`src/rtl/mag_i2c_reader_if.sv`:
```
// Pin-side and result signals of the magnetometer I2C reader, grouped so the
// reader and its consumer share one bundle.
interface mag_i2c_reader_if;
  logic        i_start;
  logic        i_sda_in;
  logic        o_scl_oe;
  logic        o_sda_oe;
  logic [47:0] o_mdata;
  logic        o_mdata_valid;
  logic        o_busy;
  logic        o_nack_err;

  modport master (
    input  i_start, i_sda_in,
    output o_scl_oe, o_sda_oe, o_mdata, o_mdata_valid, o_busy, o_nack_err
  );

  modport slave (
    output i_start, i_sda_in,
    input  o_scl_oe, o_sda_oe, o_mdata, o_mdata_valid, o_busy, o_nack_err
  );
endinterface

```
`src/rtl/mag_i2c_reader.sv`:
```
// I2C master: register-pointer write, repeated start, 6-byte burst read of one
// magnetometer sample, reordered into {X, Y, Z} and strobed out.
module mag_i2c_reader #(
  parameter int unsigned CLK_DIV  = 120,
  parameter logic [6:0]  DEV_ADDR = 7'h1E,
  parameter logic [7:0]  DATA_REG = 8'h03
) (
  input logic              clk,
  input logic              rst,
  mag_i2c_reader_if.master bus
);

  typedef enum logic [3:0] {
    S_IDLE, S_START_C, S_WR_BYTE, S_WR_ACK, S_RSTART,
    S_RD_BYTE, S_RD_ACK, S_STOP_C, S_DONE
  } state_t;

  localparam logic [9:0] QLAST = 10'(CLK_DIV - 1);

  state_t      r_state, w_next;
  logic [9:0]  r_qcnt;
  logic [1:0]  r_phase;
  logic [2:0]  r_bitcnt;
  logic [2:0]  r_bytecnt;
  logic [7:0]  r_tx;
  logic [47:0] r_rx;
  logic [47:0] r_mdata;
  logic        r_ackbit;
  logic        r_nack;
  logic        w_run, w_qend, w_slot_end, w_sample, w_scl_edge;
  logic        w_scl_oe, w_sda_oe;

  assign w_run      = (r_state != S_IDLE) && (r_state != S_DONE);
  assign w_qend     = w_run && (r_qcnt == QLAST);
  assign w_slot_end = w_qend && (r_phase == 2'd3);
  assign w_sample   = w_qend && (r_phase == 2'd1);
  assign w_scl_edge = (r_phase == 2'd0) || (r_phase == 2'd3);

  always_ff @(posedge clk or posedge rst) begin
    if (rst) r_state <= S_IDLE;
    else     r_state <= w_next;
  end

  always_comb begin
    w_next = r_state;
    case (r_state)
      S_IDLE:    if (bus.i_start) w_next = S_START_C;
      S_START_C,
      S_RSTART:  if (w_slot_end) w_next = S_WR_BYTE;
      S_WR_BYTE: if (w_slot_end && r_bitcnt == 3'd7) w_next = S_WR_ACK;
      S_WR_ACK: begin
        if (w_slot_end) begin
          if (r_ackbit)                w_next = S_STOP_C;
          else if (r_bytecnt == 3'd0)  w_next = S_WR_BYTE;
          else if (r_bytecnt == 3'd1)  w_next = S_RSTART;
          else                         w_next = S_RD_BYTE;
        end
      end
      S_RD_BYTE: if (w_slot_end && r_bitcnt == 3'd7) w_next = S_RD_ACK;
      S_RD_ACK: begin
        if (w_slot_end) w_next = (r_bytecnt == 3'd5) ? S_STOP_C : S_RD_BYTE;
      end
      S_STOP_C:  if (w_slot_end) w_next = S_DONE;
      S_DONE:    w_next = S_IDLE;
      default:   w_next = S_IDLE;
    endcase
  end

  // Quarter counter and phase stay at zero outside a transaction so every
  // transaction (including one after an abandoning reset) starts on Q0.
  always_ff @(posedge clk or posedge rst) begin
    if (rst) begin
      r_qcnt  <= '0;
      r_phase <= '0;
    end else if (!w_run) begin
      r_qcnt  <= '0;
      r_phase <= '0;
    end else if (w_qend) begin
      r_qcnt  <= '0;
      r_phase <= r_phase + 2'd1;
    end else begin
      r_qcnt  <= r_qcnt + 10'd1;
    end
  end

  always_ff @(posedge clk or posedge rst) begin
    if (rst) begin
      r_bitcnt  <= '0;
      r_bytecnt <= '0;
      r_tx      <= '0;
      r_rx      <= '0;
      r_ackbit  <= 1'b0;
      r_nack    <= 1'b0;
      r_mdata   <= '0;
    end else begin
      if (r_state == S_IDLE && bus.i_start) begin
        r_tx      <= {DEV_ADDR, 1'b0};
        r_bitcnt  <= '0;
        r_bytecnt <= '0;
        r_nack    <= 1'b0;
      end
      if (w_sample) begin
        if (r_state == S_WR_ACK)  r_ackbit <= bus.i_sda_in;
        if (r_state == S_RD_BYTE) r_rx     <= {r_rx[46:0], bus.i_sda_in};
      end
      if (w_slot_end) begin
        case (r_state)
          S_WR_BYTE: begin
            r_tx     <= {r_tx[6:0], 1'b0};
            r_bitcnt <= r_bitcnt + 3'd1;
          end
          S_RD_BYTE: r_bitcnt <= r_bitcnt + 3'd1;
          S_WR_ACK: begin
            if (r_ackbit) begin
              r_nack <= 1'b1;
            end else if (r_bytecnt == 3'd0) begin
              r_tx      <= DATA_REG;
              r_bytecnt <= 3'd1;
            end else if (r_bytecnt == 3'd1) begin
              r_tx      <= {DEV_ADDR, 1'b1};
              r_bytecnt <= 3'd2;
            end else begin
              r_bytecnt <= 3'd0;
            end
          end
          S_RD_ACK: r_bytecnt <= r_bytecnt + 3'd1;
          // Loaded on the edge into DONE so MDATA is already new while VALID pulses.
          // Device order is X_H X_L Z_H Z_L Y_H Y_L; output order is X, Y, Z.
          S_STOP_C: if (!r_nack) r_mdata <= {r_rx[47:32], r_rx[15:0], r_rx[31:16]};
          default: ;
        endcase
      end
    end
  end

  always_comb begin
    w_scl_oe = 1'b0;
    w_sda_oe = 1'b0;
    case (r_state)
      S_START_C: begin
        w_sda_oe = r_phase[1];
        w_scl_oe = (r_phase == 2'd3);
      end
      S_RSTART: begin
        w_sda_oe = r_phase[1];
        w_scl_oe = w_scl_edge;
      end
      S_STOP_C: begin
        w_sda_oe = ~r_phase[1];
        w_scl_oe = (r_phase == 2'd0);
      end
      S_WR_BYTE: begin
        w_sda_oe = ~r_tx[7];
        w_scl_oe = w_scl_edge;
      end
      // Master ACKs bytes 1-5 and leaves the line released (NACK) after byte 6.
      S_RD_ACK: begin
        w_sda_oe = (r_bytecnt != 3'd5);
        w_scl_oe = w_scl_edge;
      end
      S_WR_ACK, S_RD_BYTE: w_scl_oe = w_scl_edge;
      default: ;
    endcase
  end

  assign bus.o_scl_oe      = w_scl_oe;
  assign bus.o_sda_oe      = w_sda_oe;
  assign bus.o_mdata       = r_mdata;
  assign bus.o_mdata_valid = (r_state == S_DONE) && !r_nack;
  assign bus.o_nack_err    = (r_state == S_DONE) && r_nack;
  assign bus.o_busy        = (r_state != S_IDLE);

endmodule
```
`src/flat_wrapper.sv`:
```
// flat-port wrapper written by rule: the top's interface ports become plain ports
module mag_i2c_reader_flat 
#(
  parameter int unsigned CLK_DIV  = 120,
  parameter logic [6:0]  DEV_ADDR = 7'h1E,
  parameter logic [7:0]  DATA_REG = 8'h03
)
  (clk, rst, bus_i_start, bus_i_sda_in, bus_o_scl_oe, bus_o_sda_oe, bus_o_mdata, bus_o_mdata_valid, bus_o_busy, bus_o_nack_err);
  mag_i2c_reader_if bus_i ();
  input logic clk;
  input logic rst;
  input wire logic [$bits(bus_i.i_start)-1:0] bus_i_start;
  input wire logic [$bits(bus_i.i_sda_in)-1:0] bus_i_sda_in;
  output wire logic [$bits(bus_i.o_scl_oe)-1:0] bus_o_scl_oe;
  output wire logic [$bits(bus_i.o_sda_oe)-1:0] bus_o_sda_oe;
  output wire logic [$bits(bus_i.o_mdata)-1:0] bus_o_mdata;
  output wire logic [$bits(bus_i.o_mdata_valid)-1:0] bus_o_mdata_valid;
  output wire logic [$bits(bus_i.o_busy)-1:0] bus_o_busy;
  output wire logic [$bits(bus_i.o_nack_err)-1:0] bus_o_nack_err;
  assign bus_i.i_start = bus_i_start;
  assign bus_i.i_sda_in = bus_i_sda_in;
  assign bus_o_scl_oe = bus_i.o_scl_oe;
  assign bus_o_sda_oe = bus_i.o_sda_oe;
  assign bus_o_mdata = bus_i.o_mdata;
  assign bus_o_mdata_valid = bus_i.o_mdata_valid;
  assign bus_o_busy = bus_i.o_busy;
  assign bus_o_nack_err = bus_i.o_nack_err;
  mag_i2c_reader #(.CLK_DIV(CLK_DIV), .DEV_ADDR(DEV_ADDR), .DATA_REG(DATA_REG)) u_core (.clk(clk), .rst(rst), .bus(bus_i));
endmodule
```
`config.mk`:
```
export PLATFORM = sky130hd
export DESIGN_NAME = mag_i2c_reader_flat
export DESIGN_NICKNAME = d
export VERILOG_FILES = /design/src/rtl/mag_i2c_reader_if.sv /design/src/rtl/mag_i2c_reader.sv /design/src/flat_wrapper.sv
export SDC_FILE = /design/constraint.sdc
export NUM_CORES = 1
export LEC_CHECK = 0
export BUFFER_PORTS_ARGS = -buffer_cell sky130_fd_sc_hd__buf_2
export CORE_MARGIN = 2
export CORE_UTILIZATION = 60
export CTS_CLUSTER_SIZE = 10
export DETAILED_ROUTE_END_ITERATION = 8
export PLACE_DENSITY = 0.81
export SYNTH_ARGS = -nofsm -noshare
export SYNTH_HDL_FRONTEND = slang
export SYNTH_SLANG_ARGS = --single-unit
export TNS_END_PERCENT = 50
```
`constraint.sdc`:
```
create_clock -name clk -period 9.6 [get_ports clk]
set_input_delay 2.88 -clock clk [delete_from_list [all_inputs] [get_ports clk]]
set_output_delay 2.88 -clock clk [all_outputs]
set_load 0.02 [all_outputs]
```
**Word-level counts from Yosys, hierarchy flattened**

Index checks and enable logic that the tools add are counted.

- Register bits after elaboration: 128
- Bits of input ports: 4
- Output and inout bits: 53
- Logic and storage cells: 99

- $add $sub $neg: 4
- Eq/ne operators: 24
- Mux-type cells: 37
- Bitwise gates (word level): 3
- Reductions and logical operators: 21

Operators by type and width:

| kind | number |
|---|---|
| $mux 8 | 5 |
| $mux 4 | 9 |
| $pmux 4 s7 | 1 |
| $mux 3 | 7 |
| $mux 10 | 2 |
| $eq 4x3->1 const B | 4 |
| $pmux 8 s2 | 1 |
| $ne 2x1->1 const B | 6 |
| $add 10x1->10 const B | 1 |
| $eq 10x7->1 const B | 1 |
| $eq 4x2->1 const B | 2 |
| $logic_and 1x1->1 | 8 |
| $mux 2 | 4 |
| $reduce_and 7->1 | 1 |
| $add 3x1->3 const B | 2 |
| $eq 3x3->1 const B | 2 |
| $pmux 3 s2 | 1 |
| $mux 1 | 5 |
| $reduce_or 5->1 | 1 |
| $eq 4x1->1 const B | 1 |
| $eq 4x4->1 const B | 1 |
| $logic_not 4->1 | 1 |
| $ne 2x2->1 const B | 2 |
| $ne 4x4->1 const B | 1 |
| other kinds (16) | 20 |

**Longest topological paths before layout**

- Word-level depth: 8
- Mapped depth: 8

**Least setup slack after synthesis**

No wires, ideal clock.

- Path kind: flip-flop to output port
- Start: register u_core.r_state[2]
- End: output port bus_o_sda_oe
- Arrival time: 1,601 ps
- Setup slack: 5,119 ps
- Cell stages (with the launch flop): 4
- Cells stage by stage: dfrtp_1 -> clkbuf_1 -> or3b_2 -> o32ai_1

- Longest elaborated chain between the ends: 3

Ends and longest elaborated chain:

| what | line | text |
|---|---|---|
| from (decl) | mag_i2c_reader.sv:20 | `state_t r_state, w_next;` |
| from (signal assigned) | mag_i2c_reader.sv:41 | `else r_state <= w_next;` |
| $eq 4x1->1 or $eq 4x3->1 (tied branches) | mag_i2c_reader.sv:139 | `case (r_state)` |
| $reduce_or 2->1 (no source line) | - |  |
| $pmux 1 s4 * | mag_i2c_reader.sv:139 |  |
| to (decl) | flat_wrapper.sv:15 | `output wire logic [$bits(bus_i.o_sda_oe)-1:0] bus_o_sda_oe;` |

Every way passes the cells marked *; elsewhere a longest branch is shown, timed or not.

**Final worst setup path**

- Start: register u_core.r_state[0]
- End: output port bus_o_nack_err

- Longest elaborated chain between the ends: 2

Ends and longest elaborated chain:

| what | line | text |
|---|---|---|
| $eq 4x4->1 | mag_i2c_reader.sv:170 | `assign bus.o_nack_err = (r_state == S_DONE) && r_nack;` |
| $logic_and 1x1->1 | mag_i2c_reader.sv:170 |  |
| to (decl) | flat_wrapper.sv:19 | `output wire logic [$bits(bus_i.o_nack_err)-1:0] bus_o_nack_err;` |

Every way passes these cells.

==> reports/qor.csv <==
stage,metric,value,unit
sta,final setup fails,0,
floorplan,die area,10200,um^2
sta,Fin Clk Skew,10.5,ps
cells_and_area,area occupied by multi-input gates,2290,um^2
cts,post-CTS setup buffers,0,
floorplan,IO Count,57,
detailed_routing,met3 routed WL,409,um
cts,CTS Buf Count,17,
critical_path,crit-path max cell delay,690,ps
logic_synthesis,share of synthesized flip-flops with an asynchronous set or reset,100,%
detailed_routing,DR top layer,met4,
grt,largest net degree at the start of global routing,84,
cts,CTS max path bufs,2,
detailed_routing,average routed wire per standard cell,18.6,um
logic_synthesis,ys flop type,dfrtp_1,
pwr,Leak,3.41,nW
logic_synthesis,Cells after Synth,421,
logic_synthesis,Synth area leaders,"dfrtp_1 57%, mux2_2 16%, mux2_4 5.3%",
critical_path,Worst Setup End Kind,output port,
cells_and_area,fraction of layout cells with a size suffix above 1,39.7,%
detailed_routing,Post-DRT Antenna Nets,0,
floorplan,num rows,35,
logic_synthesis,area of the mapped netlist,5660,um^2
grt,vias in the first global route,3609,
sta,unrepaired setup endpoints after global routing,no,
logic_synthesis,largest area contributor in the netlist,dfrtp_1,
cts,clk slew on worst S/H paths,60,ps
cts,hold buffers post-CTS,0,
critical_path,Slowest cell on crit path,nor3_1,
logic_synthesis,syn_nets,434,
pwr,peak supply drop,0.140,mV
critical_path,Worst Path Max Fanout,22,
cells_and_area,Layout area overhead,15.8,%
cts,post-CTS sizing,0,
job,Max Cap Viol,0,
detailed_routing,DR vias,3560,
worst_hold_path,Hold Path Depth,1,
floorplan,die span in y,101,um
critical_path,cell depth of the worst setup path,4,
cells_and_area,# diodes,0,
cts,CTS Root Cell,clkbuf_8,
detailed_routing,First DRT Iteration DRCs,145,
logic_synthesis,"Seq/Total Area, Yosys",56.6,%
cells_and_area,fillers,608,
critical_path,reg2reg path depth,6,
cts,clock latency on the worst-skew pair,520,ps
logic_synthesis,share of the synthesized area in the top cell type,56.6,%
cells_and_area,Final Net Count,491,
detailed_routing,Remaining DRCs,0,
cells_and_area,"Core Util, Final",71.3,%
logic_synthesis,Yosys cell types,53,
grt,GR Util All Layers,23.4,%
grt,initial antenna violation count,0,
sta,Final min period,5290,ps
cells_and_area,most frequent cells in the layout,"128 x dfrtp_1, 78 x mux2_2, 56 x buf_2",
sta,Max transition margin,31.9,%
cts,CTS H-tree lvls,4,
grt,Overflow after GRT,0,
critical_path,worst setup path class,reg -> out,
sta,final hold vios,0,
logic_synthesis,"EDFF count, synth",0,
detailed_routing,met2 WL,5650,um
logic_synthesis,"flops & latches, synth",128,
critical_path,"CP delay by family, top",simple AND/OR/NAND/NOR gates,
critical_path,worst path bufs/invs,2,
cells_and_area,register area,3200,um^2
sta,Worst-Margin Slew,1010,ps
cts,CTS tree,built,
detailed_routing,first drt pass iteration count,4,
cells_and_area,"commonest non-fill, non-tap cell in the layout",dfrtp_1,
sta,Fin Hold WS,477,ps
sta,setup TNS,0,ps
cts,Sink Count,128,
logic_synthesis,yosys warns,0,
run_status,status,"complete, no violations",
critical_path,Worst Path Required,6720,ps
critical_path,worst path arrival time,2410,ps
floorplan,die width,101,um
placed_design,IO buf count,56,
sta,Peak Freq,189,MHz
placed_design,hpwl dp,6990,um
logic_synthesis,"Avg Cell Area, Syn",13.4,um^2
detailed_routing,vias per cell,5.91,
detailed_routing,WL final,11200,um
critical_path,CP cell instances,"nor3_1, buf_4, and3_1, buf_2",
pwr,PwrDens,222,nW/um^2
floorplan,Core Region,9200,um^2
floorplan,initial core utilization,61.6,%
sta,crit share post-route,55.1,%
grt,first-pass GRT wire length,18300,um
detailed_routing,met1 WL,4970,um
placed_design,Final GP Congestion,0.831,
critical_path,CP startpoint kind,flip-flop,
worst_hold_path,Hold WC Path Type,reg -> reg,
sta,fin. max-slew vios,0,
## logic make-up (layout without fill, tap and decap cells)
logic type | after synthesis | after routing | share of synthesized area [%]
AO/OA/AOI/OAI | 43 | 43 | 5.13
XOR/XNOR | 9 | 9 | 1.39
adder cells (fa/ha/maj) | 9 | 9 | 1.99
buffers and inverters | 32 | 102 | 2.98
flip-flops | 128 | 128 | 56.6
multiplexers | 103 | 103 | 21.7
AND/OR/NAND/NOR | 97 | 97 | 10.2
## metrics by stage
step	area, um^2	std cells	setup slack [ps]	power, W
2_1_floorplan	5660	421	3310	0.000782
3_3_place_gp	5980	570	4970	0.000828
3_5_place_dp	5980	570	4920	0.000835
4_1_cts	6550	602	4380	0.00146
5_1_grt	6550	602	4220	0.00152
6_report	6550	602	4310	0.00146
## sequential cells by signal, indices dropped and copies added, names as in the netlist
register,flops
u_core.bus.o_mdata,48
u_core.r_state,4
u_core.r_ackbit,1
u_core.r_nack,1
u_core.r_tx,8
u_core.r_rx,48
u_core.r_phase,2
u_core.r_bitcnt,3
u_core.r_bytecnt,3
u_core.r_qcnt,10
## path summary, 6_finish.rpt
| kind | startpoint | to | slack [ps] |
|---|---|---|---|
| max in group asynchronous | rst | u_core.bus.o_mdata[24]$_DFFE_PP0P_ | 5750 |
| min in group asynchronous | rst | u_core.r_rx[24]$_DFFE_PP0P_ | 2420 |
| max | u_core.r_state[0]$_DFFE_PP0P_ | bus_o_nack_err | 4310 |
| min | u_core.r_qcnt[0]$_DFF_PP0_ | u_core.r_qcnt[0]$_DFF_PP0_ | 480 |
| min reg2reg | u_core.r_qcnt[0]$_DFF_PP0_ | u_core.r_qcnt[0]$_DFF_PP0_ | 480 |
| max reg2reg | u_core.r_qcnt[0]$_DFF_PP0_ | u_core.r_rx[42]$_DFFE_PP0P_ | 6700 |
## layer usage
| metal | vias up | GRT usage, % |
|---|---|---|
| li1 | 1636 | - |
| met1 | 1828 | 30.8 |
| met2 | 80 | 39.0 |
| met3 | 16 | 5.18 |
| met4 | 0 | 7.80 |
| met5 | - | 0 |
## power breakdown
group	total [W]	internal, W	switching (W)
sequential	0.000622	0.000567	0.0000549
combinational	0.000210	0.0000872	0.000123
clock	0.000624	0.000375	0.000249
## cell usage after synthesis, types with 2 or more instances
library cell,instances
and3_1,5
o22ai_1,6
xor2_1,4
a21oi_1,13
nand2b_1,5
nand3_1,7
dfrtp_1,128
buf_6,5
nand2_1,15
nand4bb_1,3
or4_1,2
nand4_1,3
mux2_2,78
nor2_1,27
o311ai_0,3
clkbuf_1,9
nor2b_1,6
inv_1,11
mux2_4,20
buf_2,6
nand4b_1,2
xnor2_1,5
nand3b_1,3
o21ai_0,5
or3b_2,2
nor3_1,6
ha_1,9
nor4b_1,2
a22o_1,2
mux2i_1,5
a211o_1,2
## cell type report
type                    count  area share, %
clock buffers              19           6.43
clock inverters            13           2.35
inverters                  11          0.668
multi-input cells         261           34.9
flip-flops and latches    128           48.9
well taps                 111           2.12
repair buffers             59           4.62
(Power assumes the default switching activity.)
